### src/rtl/eth_tc_csr_pkg.sv
// Shared types and constants for the traffic-controller CSR router.
// Latency: n/a (declarations only).
// Backpressure: n/a.
package eth_tc_csr_pkg;

  typedef enum logic [1:0] {
    IDLE = 2'd0,
    FWD  = 2'd1,
    RESP = 2'd2
  } state_e;

  // Local offsets served by the router itself, never forwarded to a channel
  localparam logic [11:0] OFF_PAUSE  = 12'h80E;
  localparam logic [11:0] OFF_PFC    = 12'h80F;
  localparam logic [11:0] OFF_HOLD   = 12'h810;
  localparam logic [11:0] OFF_STATUS = 12'h811;

  localparam logic [31:0] ERR_DATA = 32'hDEAD_BEEF;

  // STATUS bit positions (sticky, write-1-to-clear)
  localparam int STS_TIMEOUT = 0;
  localparam int STS_DECERR  = 1;

  function automatic logic is_local_off(input logic [11:0] off);
    return (off == OFF_PAUSE) || (off == OFF_PFC) ||
           (off == OFF_HOLD)  || (off == OFF_STATUS);
  endfunction

endpackage

### src/rtl/eth_tc_pause_ch.sv
// Per-channel PAUSE/PFC/HOLD/STATUS registers with pause auto-clear hold counter.
// Latency: register outputs update on the write edge; auto-clear HOLD cycles after the last PAUSE/PFC write.
// Backpressure: none, every strobe is accepted in the cycle it is presented.
module eth_tc_pause_ch
  import eth_tc_csr_pkg::*;
#(
  parameter int PFC_W  = 8,
  parameter int HOLD_W = 16
) (
  input  logic              clk,
  input  logic              reset,
  input  logic              wr_pause,
  input  logic              wr_pfc,
  input  logic              wr_hold,
  input  logic [1:0]        pause_wdat,
  input  logic [PFC_W-1:0]  pfc_wdat,
  input  logic [HOLD_W-1:0] hold_wdat,
  input  logic [1:0]        sts_clr,
  input  logic [1:0]        sts_set,
  output logic [1:0]        pause,
  output logic [PFC_W-1:0]  pfc,
  output logic [HOLD_W-1:0] hold,
  output logic [1:0]        status
);

  logic [1:0]        pause_q, pause_d;
  logic [PFC_W-1:0]  pfc_q, pfc_d;
  logic [HOLD_W-1:0] hold_q, hold_d;
  logic [HOLD_W-1:0] cnt_q, cnt_d;
  logic [1:0]        status_q, status_d;

  // Next-state: countdown/expiry first so a same-cycle write overrides the clear
  always_comb begin
    pause_d  = pause_q;
    pfc_d    = pfc_q;
    hold_d   = hold_q;
    cnt_d    = cnt_q;
    status_d = status_q;
    if (cnt_q != '0) begin
      cnt_d = cnt_q - HOLD_W'(1);
      if (cnt_q == HOLD_W'(1)) begin
        pause_d = '0;
        pfc_d   = '0;
      end
    end
    if (wr_pause) pause_d = pause_wdat;
    if (wr_pfc)   pfc_d   = pfc_wdat;
    // HOLD=0 loads 0, which leaves the counter idle (no auto-clear)
    if (wr_pause || wr_pfc) cnt_d = hold_q;
    if (wr_hold) hold_d = hold_wdat;
    // A new error event is never lost to a concurrent clear
    status_d = (status_q & ~sts_clr) | sts_set;
  end

  // Register update with asynchronous reset
  always_ff @(posedge clk or posedge reset) begin
    if (reset) begin
      pause_q  <= '0;
      pfc_q    <= '0;
      hold_q   <= '0;
      cnt_q    <= '0;
      status_q <= '0;
    end else begin
      pause_q  <= pause_d;
      pfc_q    <= pfc_d;
      hold_q   <= hold_d;
      cnt_q    <= cnt_d;
      status_q <= status_d;
    end
  end

  assign pause  = pause_q;
  assign pfc    = pfc_q;
  assign hold   = hold_q;
  assign status = status_q;

endmodule

### src/rtl/eth_tc_csr_router.sv
// Avalon-MM CSR fan-out to NUM_CH traffic-controller ports plus local pause/PFC sideband registers.
// Latency: local/decode-error access 1 wait cycle; forwarded access 1 + FWD cycles, bounded by TIMEOUT_CYCLES.
// Backpressure: csr_waitrequest held until RESP; a channel stalling past the timeout is answered with ERR_DATA.
module eth_tc_csr_router
  import eth_tc_csr_pkg::*;
#(
  parameter int NUM_CH         = 4,
  parameter int PFC_W          = 8,
  parameter int TIMEOUT_CYCLES = 1024,
  parameter int HOLD_W         = 16
) (
  input  logic                    clk,
  input  logic                    reset,
  input  logic                    csr_read,
  input  logic                    csr_write,
  input  logic [15:0]             csr_address,
  input  logic [31:0]             csr_writedata,
  output logic [31:0]             csr_readdata,
  output logic                    csr_waitrequest,
  output logic [NUM_CH-1:0]       ch_read,
  output logic [NUM_CH-1:0]       ch_write,
  output logic [11:0]             ch_address,
  output logic [31:0]             ch_writedata,
  input  logic [NUM_CH*32-1:0]    ch_readdata,
  input  logic [NUM_CH-1:0]       ch_waitrequest,
  output logic [NUM_CH*2-1:0]     pause_data,
  output logic [NUM_CH*PFC_W-1:0] pfc_pause_data
);

  localparam int TMR_W = $clog2(TIMEOUT_CYCLES);
  localparam logic [TMR_W-1:0] TMR_LAST = TMR_W'(TIMEOUT_CYCLES - 1);

  state_e              state_q, state_d;
  logic [NUM_CH-1:0]   rd_q, rd_d, wr_q, wr_d, sel_q, sel_d;
  logic [11:0]         addr_q, addr_d;
  logic [31:0]         wdata_q, wdata_d, rdata_q, rdata_d;
  logic [TMR_W-1:0]    timer_q, timer_d;

  logic                cmd, is_wr, dec_err, is_local, sel_wait;
  logic [3:0]          csr_ch;
  logic [11:0]         csr_off;
  logic [NUM_CH-1:0]   ch_dec, wr_pause, wr_pfc, wr_hold;
  logic [31:0]         loc_rdata, sel_rdata;
  logic [NUM_CH-1:0][1:0]        sts_clr, sts_set, pause_r, status_r;
  logic [NUM_CH-1:0][PFC_W-1:0]  pfc_r;
  logic [NUM_CH-1:0][HOLD_W-1:0] hold_r;

  // Address decode, local register read mux and selected-channel response mux
  always_comb begin
    cmd       = csr_read | csr_write;
    is_wr     = csr_write & ~csr_read;  // read+write together behaves as a read
    csr_ch    = csr_address[15:12];
    csr_off   = csr_address[11:0];
    dec_err   = 32'(csr_ch) >= 32'(NUM_CH);
    is_local  = is_local_off(csr_off);
    ch_dec    = '0;
    loc_rdata = '0;
    sel_rdata = '0;
    for (int c = 0; c < NUM_CH; c++) begin
      ch_dec[c] = (csr_ch == 4'(c));
      if (ch_dec[c]) begin
        case (csr_off)
          OFF_PAUSE:  loc_rdata = 32'(pause_r[c]);
          OFF_PFC:    loc_rdata = 32'(pfc_r[c]);
          OFF_HOLD:   loc_rdata = 32'(hold_r[c]);
          OFF_STATUS: loc_rdata = 32'(status_r[c]);
          default:    loc_rdata = '0;
        endcase
      end
      if (sel_q[c]) sel_rdata = ch_readdata[c*32 +: 32];
    end
    sel_wait = |(sel_q & ch_waitrequest);
  end

  // Access FSM: next state, forwarded strobes, timer, response data and local register strobes
  always_comb begin
    state_d  = state_q;
    rd_d     = rd_q;
    wr_d     = wr_q;
    sel_d    = sel_q;
    addr_d   = addr_q;
    wdata_d  = wdata_q;
    timer_d  = timer_q;
    rdata_d  = rdata_q;
    wr_pause = '0;
    wr_pfc   = '0;
    wr_hold  = '0;
    sts_clr  = '0;
    sts_set  = '0;
    case (state_q)
      IDLE: begin
        if (cmd) begin
          if (dec_err) begin
            state_d = RESP;
            rdata_d = ERR_DATA;
            sts_set[0][STS_DECERR] = 1'b1;
          end else if (is_local) begin
            state_d = RESP;
            rdata_d = loc_rdata;
            if (is_wr) begin
              for (int c = 0; c < NUM_CH; c++) begin
                wr_pause[c] = ch_dec[c] && (csr_off == OFF_PAUSE);
                wr_pfc[c]   = ch_dec[c] && (csr_off == OFF_PFC);
                wr_hold[c]  = ch_dec[c] && (csr_off == OFF_HOLD);
                if (ch_dec[c] && (csr_off == OFF_STATUS)) sts_clr[c] = csr_writedata[1:0];
              end
            end
          end else begin
            state_d = FWD;
            addr_d  = csr_off;
            wdata_d = csr_writedata;
            sel_d   = ch_dec;
            rd_d    = is_wr ? '0 : ch_dec;
            wr_d    = is_wr ? ch_dec : '0;
            timer_d = '0;
          end
        end
      end
      FWD: begin
        if (!sel_wait) begin
          state_d = RESP;
          rd_d    = '0;
          wr_d    = '0;
          rdata_d = sel_rdata;
        end else if (timer_q == TMR_LAST) begin
          state_d = RESP;
          rd_d    = '0;
          wr_d    = '0;
          rdata_d = ERR_DATA;
          for (int c = 0; c < NUM_CH; c++) sts_set[c][STS_TIMEOUT] = sel_q[c];
        end else begin
          timer_d = timer_q + TMR_W'(1);
        end
      end
      default: state_d = IDLE;  // RESP lasts exactly one cycle
    endcase
  end

  // FSM and forwarding registers; reset drops strobes with no response
  always_ff @(posedge clk or posedge reset) begin
    if (reset) begin
      state_q <= IDLE;
      rd_q    <= '0;
      wr_q    <= '0;
      sel_q   <= '0;
      addr_q  <= '0;
      wdata_q <= '0;
      timer_q <= '0;
      rdata_q <= '0;
    end else begin
      state_q <= state_d;
      rd_q    <= rd_d;
      wr_q    <= wr_d;
      sel_q   <= sel_d;
      addr_q  <= addr_d;
      wdata_q <= wdata_d;
      timer_q <= timer_d;
      rdata_q <= rdata_d;
    end
  end

  for (genvar g = 0; g < NUM_CH; g++) begin : g_ch
    eth_tc_pause_ch #(
      .PFC_W  (PFC_W),
      .HOLD_W (HOLD_W)
    ) u_pause_ch (
      .clk        (clk),
      .reset      (reset),
      .wr_pause   (wr_pause[g]),
      .wr_pfc     (wr_pfc[g]),
      .wr_hold    (wr_hold[g]),
      .pause_wdat (csr_writedata[1:0]),
      .pfc_wdat   (csr_writedata[PFC_W-1:0]),
      .hold_wdat  (csr_writedata[HOLD_W-1:0]),
      .sts_clr    (sts_clr[g]),
      .sts_set    (sts_set[g]),
      .pause      (pause_r[g]),
      .pfc        (pfc_r[g]),
      .hold       (hold_r[g]),
      .status     (status_r[g])
    );
  end

  assign csr_waitrequest = ~reset & cmd & (state_q != RESP);
  assign csr_readdata    = rdata_q;
  assign ch_read         = rd_q;
  assign ch_write        = wr_q;
  assign ch_address      = addr_q;
  assign ch_writedata    = wdata_q;
  assign pause_data      = pause_r;
  assign pfc_pause_data  = pfc_r;

endmodule

### config.mk
export PLATFORM = sky130hd
export DESIGN_NAME = eth_tc_csr_router
export DESIGN_NICKNAME = d
export VERILOG_FILES = /design/src/rtl/eth_tc_csr_pkg.sv /design/src/rtl/eth_tc_pause_ch.sv /design/src/rtl/eth_tc_csr_router.sv
export SDC_FILE = /design/constraint.sdc
export NUM_CORES = 1
export LEC_CHECK = 0
export BUFFER_PORTS_ARGS = -buffer_cell sky130_fd_sc_hd__buf_2
export CORE_ASPECT_RATIO = 1.1
export CORE_UTILIZATION = 45
export CTS_CLUSTER_DIAMETER = 150
export DETAILED_ROUTE_END_ITERATION = 6
export GPL_TIMING_DRIVEN = 0
export PLACE_DENSITY = 0.7
export SLEW_MARGIN = 20
export SYNTH_ARGS = -nofsm -noshare
export SYNTH_HDL_FRONTEND = slang
export SYNTH_SLANG_ARGS = --single-unit
export TNS_END_PERCENT = 20
### constraint.sdc
create_clock -name clk -period 20.7 [get_ports clk]
set_clock_uncertainty 0.15 [all_clocks]
set_input_delay 0 -clock clk [delete_from_list [all_inputs] [get_ports clk]]
set_output_delay 0 -clock clk [all_outputs]
set_load 0.02 [all_outputs]
## After elaboration in Yosys (flattened, before gate mapping)

Cells that the tools add are included.

| storage, ports and cells | value |
|---|---|
| bits in registers | 276 |
| output and inout bits | 125 |
| bits of input ports | 184 |
| word-level logic and storage cells | 253 |

| operators by class | value |
|---|---|
| order comparisons | 1 |
| equality and inequality tests | 21 |
| add/sub/neg operators | 5 |
| bitwise gates (word level) | 21 |
| mux-type cells | 113 |
| reduce and logical (&&, ||, !) cells | 64 |

Operators by type and width:

| cell | number |
|---|---|
| $mux W32 | 12 |
| $pmux W16 S4 | 4 |
| $mux W16 | 9 |
| $mux W8 | 17 |
| $mux W4 | 25 |
| $eq A16 B1 Y1 const B | 4 |
| $pmux W32 S2 | 1 |
| $reduce_bool A16 Y1 | 4 |
| $sub A16 B1 Y16 const B | 4 |
| $mux W10 | 5 |
| $eq A12 B12 Y1 const B | 4 |
| $mux W2 | 21 |
| $reduce_bool A2 Y1 | 21 |
| $pmux W10 S2 | 1 |
| $reduce_and A2 Y1 | 9 |
| $logic_and A1 B1 Y1 | 16 |
| $pmux W4 S2 | 2 |
| $mux W1 | 15 |
| $ne A2 B2 Y1 const B | 6 |
| $add A10 B1 Y10 const B | 1 |
| $eq A10 B10 Y1 const B | 1 |
| $and A2 B2 Y2 | 4 |
| $eq A4 B2 Y1 const B | 2 |
| $not A2 Y2 | 4 |
| 18 further kinds | 33 |

## Logic depth before layout (Yosys ltp)

Gate-level depths: netlist of run 1.

| depth | value |
|---|---|
| depth in word-level cells | 11 |
| mapped depth | 10 |
| depth with buffers taken out | 8 |

## Cells and area by module

Synthesis of run 1 repeated with hierarchy kept, for this count alone.

| second synthesis, totals | value |
|---|---|
| cell total of the unflattened synthesis | 1493 |
| area, all modules | 14406.3 µm² |

By module, submodules not included:

| module | area an instance (µm²) | cells an instance | seq. area each (µm²) | times used |
|---|---|---|---|---|
| eth_tc_csr_router | 6334.8 | 761 | 2502.4 | 1 |
| eth_tc_pause_ch (g_ch[0].u_pause_ch ...) | 2015.7 | 186 | 1101.1 | 3 |
| eth_tc_pause_ch (g_ch[3].u_pause_ch) | 2024.4 | 174 | 1101.1 | 1 |

## Least setup slack after synthesis of run 1

Ideal clock, no wire load.

| timing path | value |
|---|---|
| path type | register to register |
| from | reg g_ch[1].u_pause_ch.cnt_q[10] |
| to | reg g_ch[1].u_pause_ch.cnt_q[1] |
| clock period less this slack | 2489 ps |
| required time | 20467 ps |
| data arrival time | 2257 ps |
| cell stages (with the launch flop) | 7 |
| library setup time | 83 ps |
| path buffers | 1 |
| setup slack | 18211 ps |
| path through | dfrtp_1 -> or4_1 -> or4_1 -> nor2_1 -> buf_2 -> mux2_2 -> o21ai_0 |

| on the way | value |
|---|---|
| cells in the longest elaborated chain, start to end | 2 |

Ends and longest elaborated chain:

| element | RTL line | RTL |
|---|---|---|
| start: declaration | eth_tc_pause_ch.sv:29 | `logic [HOLD_W-1:0] cnt_q, cnt_d;` |
| start signal: assignment | eth_tc_pause_ch.sv:67 | `cnt_q <= cnt_d;` |
| $reduce_bool A16 Y1 | eth_tc_pause_ch.sv:39 | `if (cnt_q != '0) begin` |
| $reduce_bool A2 Y1 (no source line) | -- |  |

No other way between the ends.
A chain may end at the register's enable or synchronous reset.

## Worst setup path in the final report of run 1

| timing path | value |
|---|---|
| from | reg sel_q[1] |
| to | reg rdata_q[1], in the netlist csr_readdata[1] |

| on the way | value |
|---|---|
| cells in the longest elaborated chain, start to end | 5 |
| elaborated cells on any way between the ends | 9 |
| those cells by class | eq/ne (1); mux (5); bitwise (1); reduce/logical (2) |

Ends and longest elaborated chain:

| element | RTL line | RTL |
|---|---|---|
| start: declaration | eth_tc_csr_router.sv:34 | `logic [NUM_CH-1:0] rd_q, rd_d, wr_q, wr_d, sel_q, sel_d;` |
| start signal: assignment | eth_tc_csr_router.sv:154 | `sel_q <= sel_d;` |
| $mux W32 (3 in series) | eth_tc_csr_router.sv:70 | `if (sel_q[c]) sel_rdata = ch_readdata[c*32 +: 32];` |
| $mux W32 | eth_tc_csr_router.sv:120 | `if (!sel_wait) begin` |
| $pmux W32 S2 | eth_tc_csr_router.sv:90 | `case (state_q)` |
| end signal: assignment | eth_tc_csr_router.sv:158 | `rdata_q <= rdata_d;` |
| end: declaration | eth_tc_csr_router.sv:36 | `logic [31:0] wdata_q, wdata_d, rdata_q, rdata_d;` |

Several ways; a longest one is shown, not always the timed one.

==> results of run 1 <==
state kept, by name, indices dropped and copies added (netlist names):
name	count
ch_writedata	32
g_ch.u_pause_ch.pfc	32
csr_readdata	32
g_ch.u_pause_ch.status	8
timer_q	10
ch_read	4
g_ch.u_pause_ch.hold	64
g_ch.u_pause_ch.pause	8
state_q	2
ch_write	4
ch_address	12
g_ch.u_pause_ch.cnt_q	64
sel_q	4
power breakdown:
group,leakage [nW],switching [mW],internal [mW],total [mW]
Combinational,4.45,0.410,0.284,0.694
Sequential,3.41,0.0698,0.636,0.705
Clock,0.513,0.221,0.362,0.583
Total,8.38,0.701,1.28,1.98
metrics by stage:
stage	power, mW	worst slack [ns]	std cells	utilization (%)
global route	2.07	16.83	2331	59.7
finish	1.98	17.08	2331	59.7
CTS	1.98	17.19	2330	59.7
detailed placement	1.34	17.53	2164	52.6
floorplan	1.11	12.94	1441	-
global placement	1.33	9.89	2159	52.2
layer usage:
layer	up-vias	track usage [%]	wire length, um
met2	775	53.3	24800
li1	6204	-	-
met4	2	15.7	2610
met5	-	0	19
met1	6594	38.0	19900
met3	147	6.71	4560
cells by family (layout without fill, tap and decap cells):
group / Yosys count / count (layout) / synth area share, %
compound gates: 340 / 340 / 16.4
other cells: 0 / 1 / 0
xor+xnor: 47 / 47 / 2.87
simple gates: 540 / 540 / 18.8
flops: 276 / 276 / 48.2
buf+inv: 103 / 572 / 3.14
fa+ha+maj: 9 / 9 / 0.786
mux: 126 / 126 / 9.78
how the worst min path moves through the flow:
stage	from	end	cells after the start
detailed placement	reset	timer_q[6]	2
floorplan	reset	csr_waitrequest	1
global route	csr_writedata[23]	ch_writedata[23]	3
finish	csr_writedata[21]	ch_writedata[21]	3
CTS	csr_address[15]	g_ch[1].u_pause_ch.status[0]	4
global placement	csr_writedata[17]	ch_writedata[17]	2
layout by cell type (no fill, tap or decap), types with 61 or more instances in the layout:
master         netlist  routed
a21oi_1             62      62
buf_2               15     314
clkbuf_1            58      61
dfrtp_1            276     276
dlygate4sd3_1        0     114
mux2_2             112     112
nand2_1            181     181
nor2_1              89      89
nor3_1              76      74
o21ai_0             67      67
timing repair:
action | in CTS | in global routing
hold buffers | 114 | 0
resized for setup | 0 | 0
hold endpoints to repair | 379 | 0
area by class of cell:
type                            instances  share of cell area [%]
Multi-Input combinational cell       1062                    37.4
Sequential cell                       276                    36.9
Timing Repair Buffer                  417                    14.6
Clock buffer                           37                    4.31
Tap cell                              420                    2.81
Buffer                                 87                    2.09
Clock inverter                         15                    1.43
Inverter                               16                   0.361
Antenna cell                            1                  0.0134
worst max-delay path, delay by kind of cell, from the launching register on:
| kind | cells | cell delay (ns) |
|---|---|---|
| simple gates | 1 | 0.36 |
| flops | 1 | 0.37 |
| buf+inv | 3 | 1.17 |
| compound gates | 5 | 1.45 |
==> run_results.csv, run 1 <==
group,metric,value,unit
cts,cts_tree,"done",
synth,synth_flop_cell,"dfrtp_1",
layout,postLayoutCellArea,0.0187,sq mm
synth,synth_most_common_cell,"dfrtp_1",
sta,finalCritPeriodShare,17.5,%
drt,routed_via_density,5.89,
sta,slew_viol_final,0,
synth,synth_nets,1634,
grt,grt_usage,31.6,%
drt,drt_iter0_drc,1027,
min_path,hp-class,"input pin to flop",
critical_path,crit_path_end_kind,"flop",
cts,cts_made_buffers,29,
synth,synthCells,1441,
die,io_pins,309,
grt,grt_remaining_overflow,0,
synth,ys_ff_latch,276,
synth,yosysUniqueCellTypes,71,
critical_path,crit_arrival,3.92,ns
synth,synth_area,0.0143,sq mm
critical_path,crit_end,"csr_readdata[1]",
drt,drc,0,
placement,dp_hpwl,38000,um
layout,nFillCells,2677,
synth,synthArstFlopShare,100,%
critical_path,reg2reg_from,"sel_q[1]",
layout,nNetsFinal,2082,
drt,drt-total-wl,51900,um
grt,grt_max_degree,87,
critical_path,critPathMostFrequentCell,"clkbuf_1",
critical_path,cpPeakStageDelay,0.61,ns
critical_path,start_kind,"flop",
power,p_leak,8.38,nW
synth,synth_edf_count,0,
sta,holdWs,0.0549,ns
grt,antenna_found_initial,2,
run_status,status,"finished, final reports clean",
cts,clock_latency,0.56,ns
layout,seqCellArea,0.00691,sq mm
critical_path,critical_path.cell_chain,"clkbuf_1 > a22o_1 > a221oi_1 > nand2_1 > clkbuf_1 > a211oi_1 > dlygate4sd3_1 > o21ai_0 > o22a_1",
layout,multi_input_area,0.00700,sq mm
cts,cts.clk_slew.worst_paths,0.06,ns
die,die_h,189,um
sta,relSlewSlack,37.6,%
drt,vias,13700,
synth,synth_commonest_cells,"dfrtp_1, nand2_1, mux2_2",
sta,rsz0062_at_grt,"no",
die,num_rows,68,
critical_path,crit_slowest_cell,"dlygate4sd3_1",
drt,firstDrtPassIters,6,
critical_path,cp_max_fo,10,
synth,yosys_warnings,0,
sta,fin_crit,3.62,ns
layout,final_layout_size_suffix_gt1_share,27.0,%
critical_path,rr_endpoint,"csr_readdata[1]",
sta,maxClockFrequency,276,MHz
layout,area_growth,30.5,%
power,ir_drop,0.0823,mV
die,dieArea,0.0325,sq mm
cts,clockRootBuffer,"clkbuf_16",
cts,h-tree-depth,1,
synth,syn_area_per_cell,9.94,sq um
critical_path,startpoint,"sel_q[1]",
power,p_per_area,106,mW/mm^2
placement,portBuffers,298,
critical_path,path_class,"flop to flop",
cts,post_cts_buffers,0,
grt,grt_pass1_vias,13500,
sta,tns,0,ns
drt,ant_nets,0,
synth,synth_top_area_share,48.2,%
die,core-area,0.0313,sq mm
cts,clkSinkCount,276,
drt,post_drt_wl_per_cell,22.3,um
sta,worstMarginPinSlew,0.928,ns
synth,yosysTopAreaCell,"dfrtp_1",
synth,yosysSeqAreaShare,48.2,%
placement,dpl_cell_area,0.0165,sq mm
die,die_x,172,um
sta,setup_viol,0,
placement,place.gp.congestion,0.948,
grt,grt_pass1_wl,78000,um
die,initial_core_util,45.7,%
cts,clockBufferDepth,3,
critical_path,r2r_cells,9,
sta,hold_viol,0,
flow_run,max_cap_violations,0,
synth,netlist_top_cells_area,"dfrtp_1, mux2_2, nand2_1",
critical_path,crit_required,21.00,ns
critical_path,rrSetupSlack,17.08,ns
No activity file was read; power rests on OpenSTA's default activity.
==> run 2: changes to the inputs <==
PLACE_DENSITY = 0.73   (was 0.7)
clock period = 3.3 ns   (was 20.7 ns; I/O delays follow)
==> run_results.csv, run 2 (synthesis results as in run 1) <==
group,metric,value,unit
die,num_rows,68,
placement,pre_cts_ws,-0.00655,ns
sta,slew_viol_final,0,
power,switching_share,37.0,%
min_path,hold_depth,6,
grt,grt_remaining_overflow,0,
layout,final_layout_size_suffix_gt1_share,27.2,%
sta,layout_setup_ws,0.101,ns
critical_path,crit_arrival,3.50,ns
grt,grt_usage,32.5,%
sta,worstMarginPinSlew,1.03,ns
power,ir_drop,0.583,mV
sta,relSlewSlack,30.7,%
drt,drc,0,
critical_path,critPathMostFrequentCell,"clkbuf_1",
placement,placed_cells,2170,
die,die_h,189,um
critical_path,start_kind,"flop",
placement,dp_hpwl,38900,um
die,io_pins,309,
sta,fin_crit,3.20,ns
sta,tns,0,ns
sta,maxClockFrequency,313,MHz
cts,clkSinkCount,276,
placement,portBuffers,298,
cts,clock_latency,0.57,ns
die,core-area,0.0313,sq mm
min_path,hp-class,"input pin to flop",
power,p_per_area,644,mW/mm^2
grt,grt_pass1_wl,80300,um
cts,cts.clk_slew.worst_paths,0.06,ns
drt,ant_nets,0,
power,internal_power,7.65,mW
layout,final_cell_mix,"buf_2, dfrtp_1, nand2_1, dlygate4sd3_1, mux2_2",
drt,drt_iter0_drc,976,
critical_path,cpPeakStageDelay,0.60,ns
critical_path,path_class,"flop to flop",
grt,grt_pass1_vias,13800,
sta,holdWs,0.0389,ns
drt,firstDrtPassIters,7,
die,dieArea,0.0325,sq mm
critical_path,critical_path.cell_chain,"clkbuf_1 > nor2b_1 > clkbuf_1 > clkbuf_1 > a221oi_1 > nor3_1 > dlygate4sd3_1 > a211oi_1 > o21ai_0 > o22a_1",
power,p_seq_share,36.4,%
drt,drt-total-wl,53500,um
critical_path,crit_slowest_cell,"dlygate4sd3_1",
die,die_x,172,um
layout,final_common_cell,"buf_2",
power,clock_power_share,27.0,%
critical_path,crit_path_end_kind,"flop",
layout,area_growth,31.7,%
run_status,status,"finished, final reports clean",
drt,vias,14100,
grt,grt_max_degree,36,
cts,clockBufferDepth,3,
critical_path,cp_max_fo,10,
drt,post_drt_wl_per_cell,22.7,um
critical_path,crit_required,3.60,ns
cts,h-tree-depth,1,
sta,setup_viol,0,
die,initial_core_util,45.7,%
critical_path,r2r_cells,10,
placement,place.gp.congestion,0.967,
power,p_leak,8.44,nW
layout,nNetsFinal,2104,
layout,instances_no_fill,2355,
drt,routed_via_density,5.97,
flow_run,max_cap_violations,0,
sta,hold_viol,0,
power,switchingPower,4.49,mW
cts,clockRootBuffer,"clkbuf_16",
cts,cts_tree,"done",
power,combPwrFrac,36.6,%
sta,finalCritPeriodShare,96.9,%
grt,antenna_found_initial,0,
cts,cts_made_buffers,29,
## run 2: changes by cell type in the layout (fill, tap and decap cells not counted), moves of 3 or more
cell,previous run,this run
buf_12,0,8
bufinv_16,7,1
clkbuf_8,5,8
clkinv_2,2,8
dlygate4sd3_1,114,130
## run 2: stage by stage
stage	cell area [sq um]	power, mW	util, %
6_report	18900	12.1	60.3
3_3_place_gp	16300	8.33	52.2
5_1_grt	18900	12.7	60.2
2_1_floorplan	14300	6.96	-
4_1_cts	18800	12.0	60.2
3_5_place_dp	16600	8.45	52.9
## run 2: path summary, 6_finish.rpt
kind	to	slack [ns]	startpoint
worst max-delay path	csr_readdata[1]	0.10	sel_q[1]
worst min-delay path	csr_readdata[14]	0.04	ch_readdata[78]
worst max register to register	csr_readdata[1]	0.10	sel_q[1]
worst min register to register	csr_readdata[30]	0.33	csr_readdata[30]
max in group asynchronous	g_ch[0].u_pause_ch.cnt_q[8]	1.57	reset
min in group asynchronous	ch_read[2]	0.32	reset
## run 2: timing repair
action,CTS,global route
endpoints found under the hold margin,357,0
resized for setup,0,3
hold buffers,130,0
endpoints found under the setup margin,0,7
buffers inserted,0,0
## run 2: critical path: cells and delay by family, from the launching register on
| kind | cells | cell delay, ns |
|---|---|---|
| buf+inv | 4 | 1.48 |
| compound gates | 4 | 0.94 |
| flops | 1 | 0.32 |
| simple gates | 2 | 0.18 |
## run 2: power groups by stage
stage | combinational, mW | clock [mW] | sequential, mW
final | 4.44 | 3.28 | 4.42
after global routing | 4.75 | 3.45 | 4.49
after CTS | 4.34 | 3.31 | 4.40
after detailed placement | 4.00 | 0 | 4.45
after global placement | 3.90 | 0 | 4.42
after floorplan | 2.00 | 0 | 4.96
## run 2: metal layers
layer | part of all wire, % | global-route usage [%] | vias to the layer above
met5 | 0 | 0 | -
met4 | 4.7 | 15.0 | 0
met3 | 9.2 | 5.98 | 138
met2 | 48 | 55.3 | 805
met1 | 38 | 39.6 | 6857
li1 | - | - | 6250
## run 2: cell type report
type | count | area, sq um
plain buffers | 87 | 390
clock inverters | 14 | 119
diodes | 1 | 2.50
clock buffers | 40 | 847
fillers | 2612 | 12400
repair buffers | 439 | 2990
flip-flops and latches | 276 | 6910
well taps | 420 | 526
multi-input cells | 1062 | 7020
inverters | 16 | 63.8
==> run 3: changes to the inputs <==
CORE_MARGIN = 5   (was not set)
==> run_results.csv, run 3 (synthesis results as in run 1) <==
group,metric,value,unit
run_status,status,"finished, final reports clean",
critical_path,crit_required,3.64,ns
layout,final_cell_mix,"buf_2, dfrtp_1, nand2_1, dlygate4sd3_1, mux2_2",
critical_path,crit_path_end_kind,"flop",
sta,relSlewSlack,31.7,%
cts,cts_made_buffers,29,
grt,grt_remaining_overflow,0,
sta,slew_viol_final,0,
power,p_leak,8.47,nW
sta,worstMarginPinSlew,1.01,ns
min_path,min_from,"ch_readdata[6]",
sta,tns,0,ns
critical_path,path_class,"flop to flop",
placement,place.gp.congestion,1.00,
critical_path,start_kind,"flop",
drt,vias,13900,
grt,grt_usage,29.4,%
drt,firstDrtPassIters,5,
sta,maxClockFrequency,322,MHz
drt,routed_via_density,5.89,
drt,ant_nets,0,
critical_path,critical_path.cell_chain,"clkbuf_1 > nor2b_1 > clkbuf_1 > clkbuf_1 > a221oi_1 > nor3_1 > a21oi_1 > dlygate4sd3_1 > o211ai_1 > o21a_1",
sta,finalCritPeriodShare,94.0,%
cts,clkSinkCount,276,
sta,holdWs,0.0254,ns
layout,final_layout_size_suffix_gt1_share,27.1,%
die,io_pins,309,
layout,instances_no_fill,2356,
placement,placed_cells,2171,
sta,rsz0062_at_grt,"no",
power,ir_drop,0.557,mV
critical_path,crit_slowest_cell,"dlygate4sd3_1",
drt,drt_iter0_drc,1147,
cts,cts.clk_slew.worst_paths,0.06,ns
min_path,hp-class,"input pin to flop",
critical_path,cp_max_fo,10,
layout,final_common_cell,"buf_2",
layout,antenna_cells,0,
drt,drt-total-wl,54200,um
critical_path,rrSetupSlack,0.20,ns
die,core-area,0.0314,sq mm
die,dieArea,0.0355,sq mm
grt,grt_pass1_vias,14100,
critical_path,cpPeakStageDelay,0.59,ns
drt,drc,0,
cts,cts_tree,"done",
grt,antenna_found_initial,0,
layout,nNetsFinal,2107,
placement,portBuffers,298,
sta,hold_viol,0,
die,die_h,197,um
layout,postLayoutCellArea,0.0189,sq mm
cts,clockBufferDepth,3,
placement,dp_hpwl,40500,um
critical_path,rr_endpoint,"csr_readdata[14]",
cts,h-tree-depth,1,
grt,grt_pass1_wl,83500,um
power,p_per_area,642,mW/mm^2
cts,clock_latency,0.55,ns
sta,setup_viol,0,
layout,area_growth,32.1,%
die,num_rows,68,
die,die_x,180,um
placement,dpl_cell_area,0.0166,sq mm
critical_path,r2r_cells,10,
min_path,hold_depth,6,
flow_run,max_cap_violations,0,
drt,post_drt_wl_per_cell,23.0,um
die,initial_core_util,45.6,%
critical_path,critPathMostFrequentCell,"clkbuf_1",
cts,clockRootBuffer,"clkbuf_16",
min_path,hold_end,"csr_readdata[6]",
critical_path,reg2reg_from,"sel_q[1]",
power,finalPower,12.2,mW
critical_path,crit_arrival,3.45,ns
sta,fin_crit,3.10,ns
grt,grt_max_degree,35,
-- run 3: repair_timing --
action	CTS	global route
hold buffers	132	0
endpoints found under the hold margin	371	0
buffers inserted	0	0
resized for setup	0	1
setup endpoints to repair	0	2
-- run 3: how the worst max path moves through the flow --
stage	start	to	slack [ns]	cells past startpoint
2_1_floorplan	reset	ch_address[0]	-0.50	1
3_3_place_gp	reset	ch_writedata[16]	-2.12	2
3_5_place_dp	csr_address[1]	csr_readdata[6]	0.17	8
4_1_cts	csr_address[1]	csr_readdata[6]	0.15	9
5_1_grt	sel_q[1]	csr_readdata[14]	0.04	10
6_report	sel_q[1]	csr_readdata[14]	0.20	10
-- run 3: per-stage QoR --
| stage | worst slack [ns] | util [%] |
|---|---|---|
| CTS | 0.149 | 60.2 |
| global route | 0.0363 | 60.2 |
| global placement | -2.12 | 52.1 |
| detailed placement | 0.166 | 52.9 |
| floorplan | -0.501 | - |
| finish | 0.197 | 60.2 |
-- run 3: where the power goes --
group          internal, mW  switching [mW]  total [mW]
Clock                  1.97            1.36        3.32
Sequential             3.99           0.462        4.45
Combinational          1.79            2.59        4.38
-- run 3: cell type report --
type,count,area (sq um)
clock buffers,41,861
clock inverters,12,120
repair buffers,442,3040
well taps,420,526
fillers,2623,12500
flip-flops and latches,276,6910
plain buffers,87,390
inverters,16,63.8
multi-input cells,1062,7010
-- run 3: critical path, delay by kind of cell, from the launching register on --
| family | cells | cell delay, ns |
|---|---|---|
| compound gates | 4 | 0.52 |
| buf+inv | 4 | 1.51 |
| flops | 1 | 0.35 |
| simple gates | 2 | 0.52 |
-- run 3: layer usage --
metal	vias to the layer above	part of all wire, %	track usage [%]
met4	0	3.8	10.3
met1	6811	39	36.6
met2	705	49	52.1
met3	118	8.3	5.12
li1	6242	-	-
met5	-	0	0
